===== src/rtl/uncached_pkg.sv =====
`default_nettype none
// ============================================================================
// Module   : uncached_pkg
// Brief    : Shared encodings for the uncached bus bridge and the decoder.
// Revision : 1.0
// ============================================================================
package uncached_pkg;

    localparam logic [1:0] ST_IDLE    = 2'd0;
    localparam logic [1:0] ST_REQ     = 2'd1;
    localparam logic [1:0] ST_DONE    = 2'd2;

    // Decoder tag for the MMIO window; undecoded regions also route here.
    localparam logic [9:0] MMIO_TAG   = 10'h1;

    localparam logic [3:0] WSTRB_NONE = 4'b0000;

endpackage : uncached_pkg
`default_nettype wire


===== src/rtl/bus_timeout_counter.sv =====
`default_nettype none
// ============================================================================
// Module   : bus_timeout_counter
// Brief    : Saturating wait counter with a hit flag at TIMEOUT_CYCLES.
// Revision : 1.0
// ============================================================================
module bus_timeout_counter #(
    parameter int TIMEOUT_CYCLES = 255
) (
    input  logic clk,
    input  logic rst_n,
    input  logic clear,
    input  logic enable,
    output logic saturated,
    output logic hit
);

    localparam int          CW      = (TIMEOUT_CYCLES < 1) ? 1 : $clog2(TIMEOUT_CYCLES + 1);
    localparam logic [CW-1:0] C_LIMIT = CW'(TIMEOUT_CYCLES);

    logic [CW-1:0] r_count;

    always_ff @(posedge clk or negedge rst_n) begin
        if (!rst_n) begin
            r_count <= '0;
        end else if (clear) begin
            r_count <= '0;
        end else if (enable && !saturated) begin
            r_count <= r_count + CW'(1);
        end
    end

    assign saturated = (r_count == C_LIMIT);

    // A zero limit disables the timeout entirely.
    generate
        if (TIMEOUT_CYCLES == 0) begin : g_timeout_off
            assign hit = 1'b0;
        end else begin : g_timeout_on
            assign hit = saturated;
        end
    endgenerate

endmodule : bus_timeout_counter
`default_nettype wire


===== src/rtl/uncached_bus_bridge.sv =====
`default_nettype none
// ============================================================================
// Module   : uncached_bus_bridge
// Brief    : Forwards one non-cacheable core access onto the peripheral bus,
//            stalling the core until the slave answers or the access times out.
// Revision : 1.0
// ============================================================================
module uncached_bus_bridge
    import uncached_pkg::*;
#(
    parameter int TIMEOUT_CYCLES = 255
) (
    input  logic        clk,
    input  logic        rst_n,
    input  logic        core_req,
    input  logic [31:0] core_addr,
    input  logic        core_we,
    input  logic [31:0] core_wdata,
    input  logic [3:0]  core_wstrb,
    input  logic        cache_enable,
    output logic        core_stall,
    output logic        core_done,
    output logic        core_err,
    output logic [31:0] core_rdata,
    output logic        bus_valid,
    output logic [31:0] bus_addr,
    output logic        bus_we,
    output logic [31:0] bus_wdata,
    output logic [3:0]  bus_wstrb,
    input  logic        bus_ready,
    input  logic [31:0] bus_rdata,
    input  logic        bus_err
);

    logic [1:0]  r_state;
    logic [1:0]  w_state_nxt;
    logic        w_accept;
    logic        w_in_req;
    logic        w_cnt_sat;
    logic        w_cnt_hit;
    logic        w_timeout;

    logic        r_bus_valid;
    logic        r_done;
    logic        r_err;
    logic [31:0] r_rdata;
    logic [31:0] r_addr;
    logic        r_we;
    logic [31:0] r_wdata;
    logic [3:0]  r_wstrb;

    assign w_accept = core_req && !cache_enable;
    assign w_in_req = (r_state == ST_REQ);

    bus_timeout_counter #(
        .TIMEOUT_CYCLES (TIMEOUT_CYCLES)
    ) u_timeout (
        .clk       (clk),
        .rst_n     (rst_n),
        .clear     ((r_state == ST_IDLE) && w_accept),
        .enable    (w_in_req && !bus_ready && !w_cnt_sat),
        .saturated (w_cnt_sat),
        .hit       (w_cnt_hit)
    );

    always_ff @(posedge clk or negedge rst_n) begin
        if (!rst_n) begin
            r_state <= ST_IDLE;
        end else begin
            r_state <= w_state_nxt;
        end
    end

    always_comb begin
        w_state_nxt = r_state;
        case (r_state)
            ST_IDLE: if (w_accept)              w_state_nxt = ST_REQ;
            ST_REQ:  if (bus_ready || w_cnt_hit) w_state_nxt = ST_DONE;
            ST_DONE:                            w_state_nxt = ST_IDLE;
            default:                            w_state_nxt = ST_IDLE;
        endcase
    end

    always_comb begin
        core_stall = ((r_state == ST_IDLE) && w_accept) || w_in_req;
        // A ready on the limit cycle wins over the timeout.
        w_timeout  = w_in_req && !bus_ready && w_cnt_hit;
    end

    always_ff @(posedge clk or negedge rst_n) begin
        if (!rst_n) begin
            r_bus_valid <= 1'b0;
            r_done      <= 1'b0;
            r_err       <= 1'b0;
            r_rdata     <= '0;
            r_addr      <= '0;
            r_we        <= 1'b0;
            r_wdata     <= '0;
            r_wstrb     <= WSTRB_NONE;
        end else begin
            r_bus_valid <= (w_state_nxt == ST_REQ);
            r_done      <= (w_state_nxt == ST_DONE);
            r_err       <= 1'b0;
            if ((r_state == ST_IDLE) && w_accept) begin
                r_addr  <= core_addr;
                r_we    <= core_we;
                r_wdata <= core_wdata;
                r_wstrb <= core_we ? core_wstrb : WSTRB_NONE;
            end
            if (w_in_req && bus_ready) begin
                r_err <= bus_err;
                if (!r_we) begin
                    r_rdata <= bus_rdata;
                end
            end else if (w_timeout) begin
                r_err   <= 1'b1;
                r_rdata <= '0;
            end
        end
    end

    assign bus_valid  = r_bus_valid;
    assign bus_addr   = r_addr;
    assign bus_we     = r_we;
    assign bus_wdata  = r_wdata;
    assign bus_wstrb  = r_wstrb;
    assign core_done  = r_done;
    assign core_err   = r_err;
    assign core_rdata = r_rdata;

endmodule : uncached_bus_bridge
`default_nettype wire


===== config.mk =====
export PLATFORM = sky130hd
export DESIGN_NAME = uncached_bus_bridge
export DESIGN_NICKNAME = d
export VERILOG_FILES = /design/src/rtl/uncached_pkg.sv /design/src/rtl/bus_timeout_counter.sv /design/src/rtl/uncached_bus_bridge.sv
export SDC_FILE = /design/constraint.sdc
export NUM_CORES = 1
export LEC_CHECK = 0
export BUFFER_PORTS_ARGS = -buffer_cell sky130_fd_sc_hd__buf_2
export CORE_MARGIN = 2
export CORE_UTILIZATION = 30
export DETAILED_ROUTE_END_ITERATION = 8
export PLACE_DENSITY_LB_ADDON = 0.2
export SKIP_LAST_GASP = 1
export SYNTH_ARGS = -nofsm -noshare
export SYNTH_HDL_FRONTEND = slang
export SYNTH_SLANG_ARGS = --single-unit

===== constraint.sdc =====
create_clock -name clk -period 2 [get_ports clk]
set_input_delay 0.4 -clock clk [delete_from_list [all_inputs] [get_ports clk]]
set_output_delay 0.4 -clock clk [all_outputs]
set_load 0.005 [all_outputs]

==> flow_metrics.tcl, run 1 <==
set metrics [dict create \
    setup_ws_ns 0.06680 \
    place_area_mm2 0.005957 \
    layout-drive-gt1-share_pct 37.46 \
    slew_headroom_pct 59.83 \
    p_leak_uw 0.003401 \
    tightest_slew_ns 0.6025 \
    yosysSeqAreaShare_pct 60.80 \
    die_height_um 129.1 \
    power.total_uw 7839 \
    yosysWarnings 0 \
    slowest_stage "or4b_4" \
    clk_pin_slew_ns 0.06 \
    dpl.hpwl_um 8456 \
    period_share_pct 96.66 \
    cts_sinks 114 \
    first_global_vias 4022 \
    track_usage_pct 15.49 \
    path_max_fanout 4 \
    first_pass_iters 4 \
    finalCriticalPeriod_ns 1.933 \
    crit_chain "or4b_4 > nand2_1 > buf_2" \
    cts_tree "done" \
    layout.nets 789 \
    via_per_inst 4.548 \
    crit_arrival_ns 1.53 \
    cp_slowest_stage_delay_ns 0.53 \
    final_area_mm2 0.006641 \
    pre_cts_slack_ns 0.03047 \
    r2r_cells 4 \
    post-route-drc-count 0 \
    startpoint_type "flop" \
    port-buffer-count 211 \
    antenna_found_initial 0 \
    ant_nets 0 \
    place.gp.congestion 0.7700 \
    status "finished, final reports clean" \
    die_w_um 129.1 \
    grt_start_max_net_pins 109 \
    start_util_pct 30.75 \
    setup_viol 0 \
    ir_worst_vdd_v 0.0005609 \
    cts_inserted_buffers 17 \
    fin_setup_tns_ns 0 \
    syn-num-nets 574 \
    diodes 0 \
    crit_path_end_kind "output port" \
    avgSynthCellArea_um2 10.07 \
    worstSetupPathType "reg -> out" \
    fmax_ghz 0.5173 \
    syn_area_mm2 0.004692 \
    cts_max_level 4 \
    yosys.cell_types.count 38 \
    grt-ovfl-total 0 \
    grt_pass1_wl_um 20150 \
    insertion_delay_ns 0.41 \
    rows 45 \
    syn_inst 466 \
    clk_path_buf_depth 2 \
    clock-root-buffer "clkbuf_16" \
    ios 212 \
    die-area_mm2 0.01666 \
    maxSlewViolCount 0 \
    worstPathRequired_ns 1.60 \
    first_iter_violations 195 \
    dr_total_vias 4116 \
    hp-class "in -> reg" \
    finalClockSkew_ns 0.005034 \
    whs_path_depth 3 \
    coreArea_mm2 0.01526 \
    grt_setup_unrepaired "no" \
    area_growth_syn_to_layout_pct 41.55 \
    routed_wirelength_um 12860 \
    power_density_mw_per_mm2 1180 \
    nFillCells 1485 \
    hold_viol 0 \
    ys_ff_latch 114 \
    wl_per_cell_um 14.21 \
    drv_cap 0 \
]
[synth_stat cells (all sizes together)]
cell | n | area [um^2]
nand3 | 7 | 35.03
a211o | 1 | 8.760
nor2b | 1 | 6.260
a221o | 32 | 320.3
nand4 | 1 | 6.260
ha | 1 | 12.51
o21ai | 2 | 10.01
mux2i | 2 | 20.02
nor3 | 2 | 15.01
o21bai | 1 | 7.510
or4 | 1 | 7.510
a21oi | 4 | 20.02
and4 | 3 | 28.78
a2111oi | 1 | 8.760
clkbuf | 10 | 37.54
o31a | 1 | 8.760
nand2b | 1 | 6.260
buf | 19 | 142.6
nand2 | 211 | 792.0
nand4b | 1 | 8.760
o311a | 1 | 10.01
inv | 3 | 11.26
and3 | 1 | 6.260
or4b | 1 | 10.01
and2 | 33 | 206.5
nor2 | 2 | 7.510
and4bb | 1 | 12.51
a211oi | 2 | 15.01
dfrtp | 114 | 2853
a31oi | 4 | 40.04
nor4b | 1 | 8.760
o41ai | 1 | 8.760
[what timing repair did]
action / in CTS / in global routing
resized for setup: 1 / 2
pin swaps: 1 / 1
setup endpoints to repair: 1 / 33
hold buffers: 1 / 0
cloned: 0 / 1
hold endpoints to repair: 6 / 0
buffers inserted: 3 / 1
[per-layer routing]
metal | share of wire (%) | global-route usage (%) | vias up
li1 | - | - | 1987
met1 | 44 | 20.03 | 1940
met2 | 46 | 23.34 | 174
met3 | 9.5 | 6.936 | 15
met4 | 1.3 | 4.987 | 0
met5 | 0 | 0 | -
[logic make-up (layout without fill, tap and decap cells)]
logic type | count (synthesis) | count (layout) | share of synthesized area [%]
DFF | 114 | 114 | 60.80
muxes | 2 | 2 | 0.4267
buffers and inverters | 32 | 259 | 4.080
and+or+nand+nor | 267 | 267 | 24.67
AOI/OAI and AO/OA | 50 | 51 | 9.760
adders and majority gates | 1 | 1 | 0.2666
[cells in the final DEF (no fill, tap or decap), types with 3 or more instances in the layout]
cell type     n
a21oi_1       4
a221o_1      32
a31oi_1       3
and2_1       33
buf_12        4
buf_2       210
buf_4         9
bufinv_16     3
clkbuf_1      3
clkbuf_16    17
clkbuf_8      4
clkinvlp_4    4
dfrtp_1     114
inv_1         3
nand2_1     211
nand3_1       7
[registers in the layout (all words and copies together), names as in the netlist]
| signal | count |
|---|---|
| bus_addr | 32 |
| bus_wdata | 32 |
| core_rdata | 32 |
| u_timeout.r_count | 8 |
| bus_wstrb | 4 |
| r_state | 2 |
| bus_valid | 1 |
| bus_we | 1 |
| core_done | 1 |
| core_err | 1 |
[area by class of cell]
class                   instances  area, um^2  area share, %
clock inverters                 8       125.1          1.884
multi-input cells             321        1688          25.41
flip-flops and latches        114        2853          42.95
clock buffers                  24       491.7          7.404
inverters                       3       11.26         0.1696
repair buffers                224        1209          18.20
well taps                     211       264.0          3.975
[worst paths after layout]
kind                       slack (ns)                  from        endpoint
max                              0.07            r_state[0]      core_stall
min                              0.18         core_addr[15]    bus_addr[15]
max reg2reg                      0.23  u_timeout.r_count[0]   core_rdata[4]
min reg2reg                      0.46          bus_wstrb[3]    bus_wstrb[3]
max in group asynchronous        0.85                 rst_n    bus_addr[19]
min in group asynchronous        0.35                 rst_n  core_rdata[26]
[power by group]
group	internal, uW	leakage (uW)	switching (uW)
combinational	800	0.00177	785
sequential	2810	0.00134	313
clock	2090	0.000289	1040
total	5700	0.00340	2140
[metrics by stage]
step	cells	utilization, %	hold slack, ns
floorplan	466	-	0.1044
global placement	867	39.04	0.2223
detailed placement	867	39.04	0.2249
CTS	903	43.32	0.1548
global route	905	43.53	0.1603
finish	905	43.53	0.1754
[critical path: cells and delay by family, from the launching register on]
kind / cells / cell delay (ns)
buffers and inverters: 1 / 0.11
DFF: 1 / 0.41
and+or+nand+nor: 2 / 0.61
Note: power is estimated with default switching activity, not from simulation.
==> run 2: changes to the inputs <==
--- a/config.mk
+++ b/config.mk
@@ -9,6 +9,7 @@
 export CORE_MARGIN = 2
 export CORE_UTILIZATION = 30
 export DETAILED_ROUTE_END_ITERATION = 8
+export MAX_ROUTING_LAYER = met4
 export PLACE_DENSITY_LB_ADDON = 0.2
 export SKIP_LAST_GASP = 1
 export SYNTH_ARGS = -nofsm -noshare
==> run 2 against run 1 <==
Clock power hardly changed. Setup slack worse by 0.016 ns. Cell area grew 0.15%. Critical endpoint unchanged.
==> flow_metrics.tcl, run 2 (synthesized netlist as in run 1, its figures left out) <==
set metrics [dict create \
    status "finished, final reports clean" \
    layout_common_cells "nand2_1, buf_2, dfrtp_1, and2_1, a221o_1" \
    power_density_mw_per_mm2 1180 \
    wl_per_cell_um 14.19 \
    grt-ovfl-total 0 \
    dr_total_vias 4128 \
    dpl.hpwl_um 8456 \
    first_iter_violations 216 \
    place.gp.congestion 0.7804 \
    setup_ws_ns 0.05094 \
    period_share_pct 97.45 \
    die_w_um 129.1 \
    power.switching_uw 2143 \
    ios 212 \
    die-area_mm2 0.01666 \
    routed_wirelength_um 12860 \
    port-buffer-count 211 \
    cts_inserted_buffers 17 \
    worstSetupPathType "reg -> out" \
    start_util_pct 30.75 \
    power.total_uw 7850 \
    track_usage_pct 16.00 \
    p_leak_uw 0.003406 \
    clk_path_buf_depth 2 \
    path_max_fanout 4 \
    rows 45 \
    coreArea_mm2 0.01526 \
    finalCriticalPeriod_ns 1.949 \
    r2r_slack_ns 0.24 \
    clk_pin_slew_ns 0.06 \
    setup_viol 0 \
    layout.nets 790 \
    grt_setup_unrepaired "no" \
    cts_max_level 4 \
    first_pass_iters 4 \
    clock-root-buffer "clkbuf_16" \
    slew_headroom_pct 55.33 \
    ir_worst_vdd_v 0.0005608 \
    worstPathRequired_ns 1.60 \
    power_frac_seq_pct 39.9 \
    drv_cap 0 \
    fmax_ghz 0.5131 \
    grt_pass1_wl_um 20130 \
    startpoint_type "flop" \
    crit_chain "or4b_4 > nand2_2 > buf_2" \
    first_global_vias 4024 \
    pwr-share-clk_pct 39.9 \
    combinationalPowerShare_pct 20.3 \
    die_height_um 129.1 \
    diodes 0 \
    insertion_delay_ns 0.41 \
    hold_viol 0 \
    finalClockSkew_ns 0.006124 \
    fin_util_pct 43.59 \
    cts_sinks 114 \
    internal_power_uw 5707 \
    layout-drive-gt1-share_pct 37.70 \
    maxSlewViolCount 0 \
    cts_tree "done" \
    cp_slowest_stage_delay_ns 0.56 \
    antenna_found_initial 0 \
    tightest_slew_ns 0.6700 \
    grt_start_max_net_pins 109 \
    crit_arrival_ns 1.55 \
    hp-class "in -> reg" \
    pre_cts_slack_ns 0.03047 \
    area_growth_syn_to_layout_pct 41.76 \
    slowest_stage "or4b_4" \
    crit_path_end_kind "output port" \
    ant_nets 0 \
    post-route-drc-count 0 \
    switching_share_pct 27.30 \
    via_per_inst 4.556 \
    fin_setup_tns_ns 0 \
]
[run 2: through the flow]
step	area, um^2	cells	hold slack [ns]
final	6651	906	0.1712
after global routing	6651	906	0.1578
after CTS	6610	903	0.1548
after detailed placement	5957	867	0.2249
after global placement	5957	867	0.2223
after floorplan	4692	466	0.1044
[run 2: path summary, 6_finish.rpt]
check / start / to / cells after the start
worst max-delay path: r_state[0] / core_stall / 3
worst min-delay path: core_addr[15] / bus_addr[15] / 3
worst max register to register: u_timeout.r_count[0] / u_timeout.r_count[0] / 5
worst min register to register: bus_wstrb[2] / bus_wstrb[2] / 2
max in group asynchronous: rst_n / u_timeout.r_count[5] / 3
min in group asynchronous: rst_n / core_rdata[26] / 2
[run 2: repair_timing]
item                                    in CTS  in global routing
gates resized for setup                      1                  3
setup buffers                                3                  2
hold buffers                                 1                  0
pin swaps                                    1                  3
cloned                                       0                  1
hold endpoints to repair                     6                  0
endpoints found under the setup margin       1                 33
[run 2: cell type report]
type	count	area, um^2
Sequential cell	114	2853
Clock buffer	24	491.7
Multi-Input combinational cell	321	1690
Fill cell	1484	8607
Timing Repair Buffer	225	1216
Clock inverter	8	125.1
Tap cell	211	264.0
Inverter	3	11.26
[run 2: power by group through the flow]
stage	sequential, uW	clock, uW	combinational (uW)
global route	3200	3330	1810
detailed placement	3150	0	1590
finish	3130	3130	1590
CTS	3130	3210	1600
floorplan	3170	0	725
global placement	3140	0	1560
[run 2: worst max-delay path, delay by kind of cell (launching register included)]
| kind | cells | cell delay, ns |
|---|---|---|
| and+or+nand+nor | 2 | 0.62 |
| DFF | 1 | 0.41 |
| buffers and inverters | 1 | 0.11 |
[run 2: metal layers]
metal  up-vias  track usage (%)  wire, um
met2       182            23.40      5849
met4         0            4.795       164
li1       1988                -         -
met1      1942            20.66      5712
met5         -                -         0
met3        16            6.152      1128
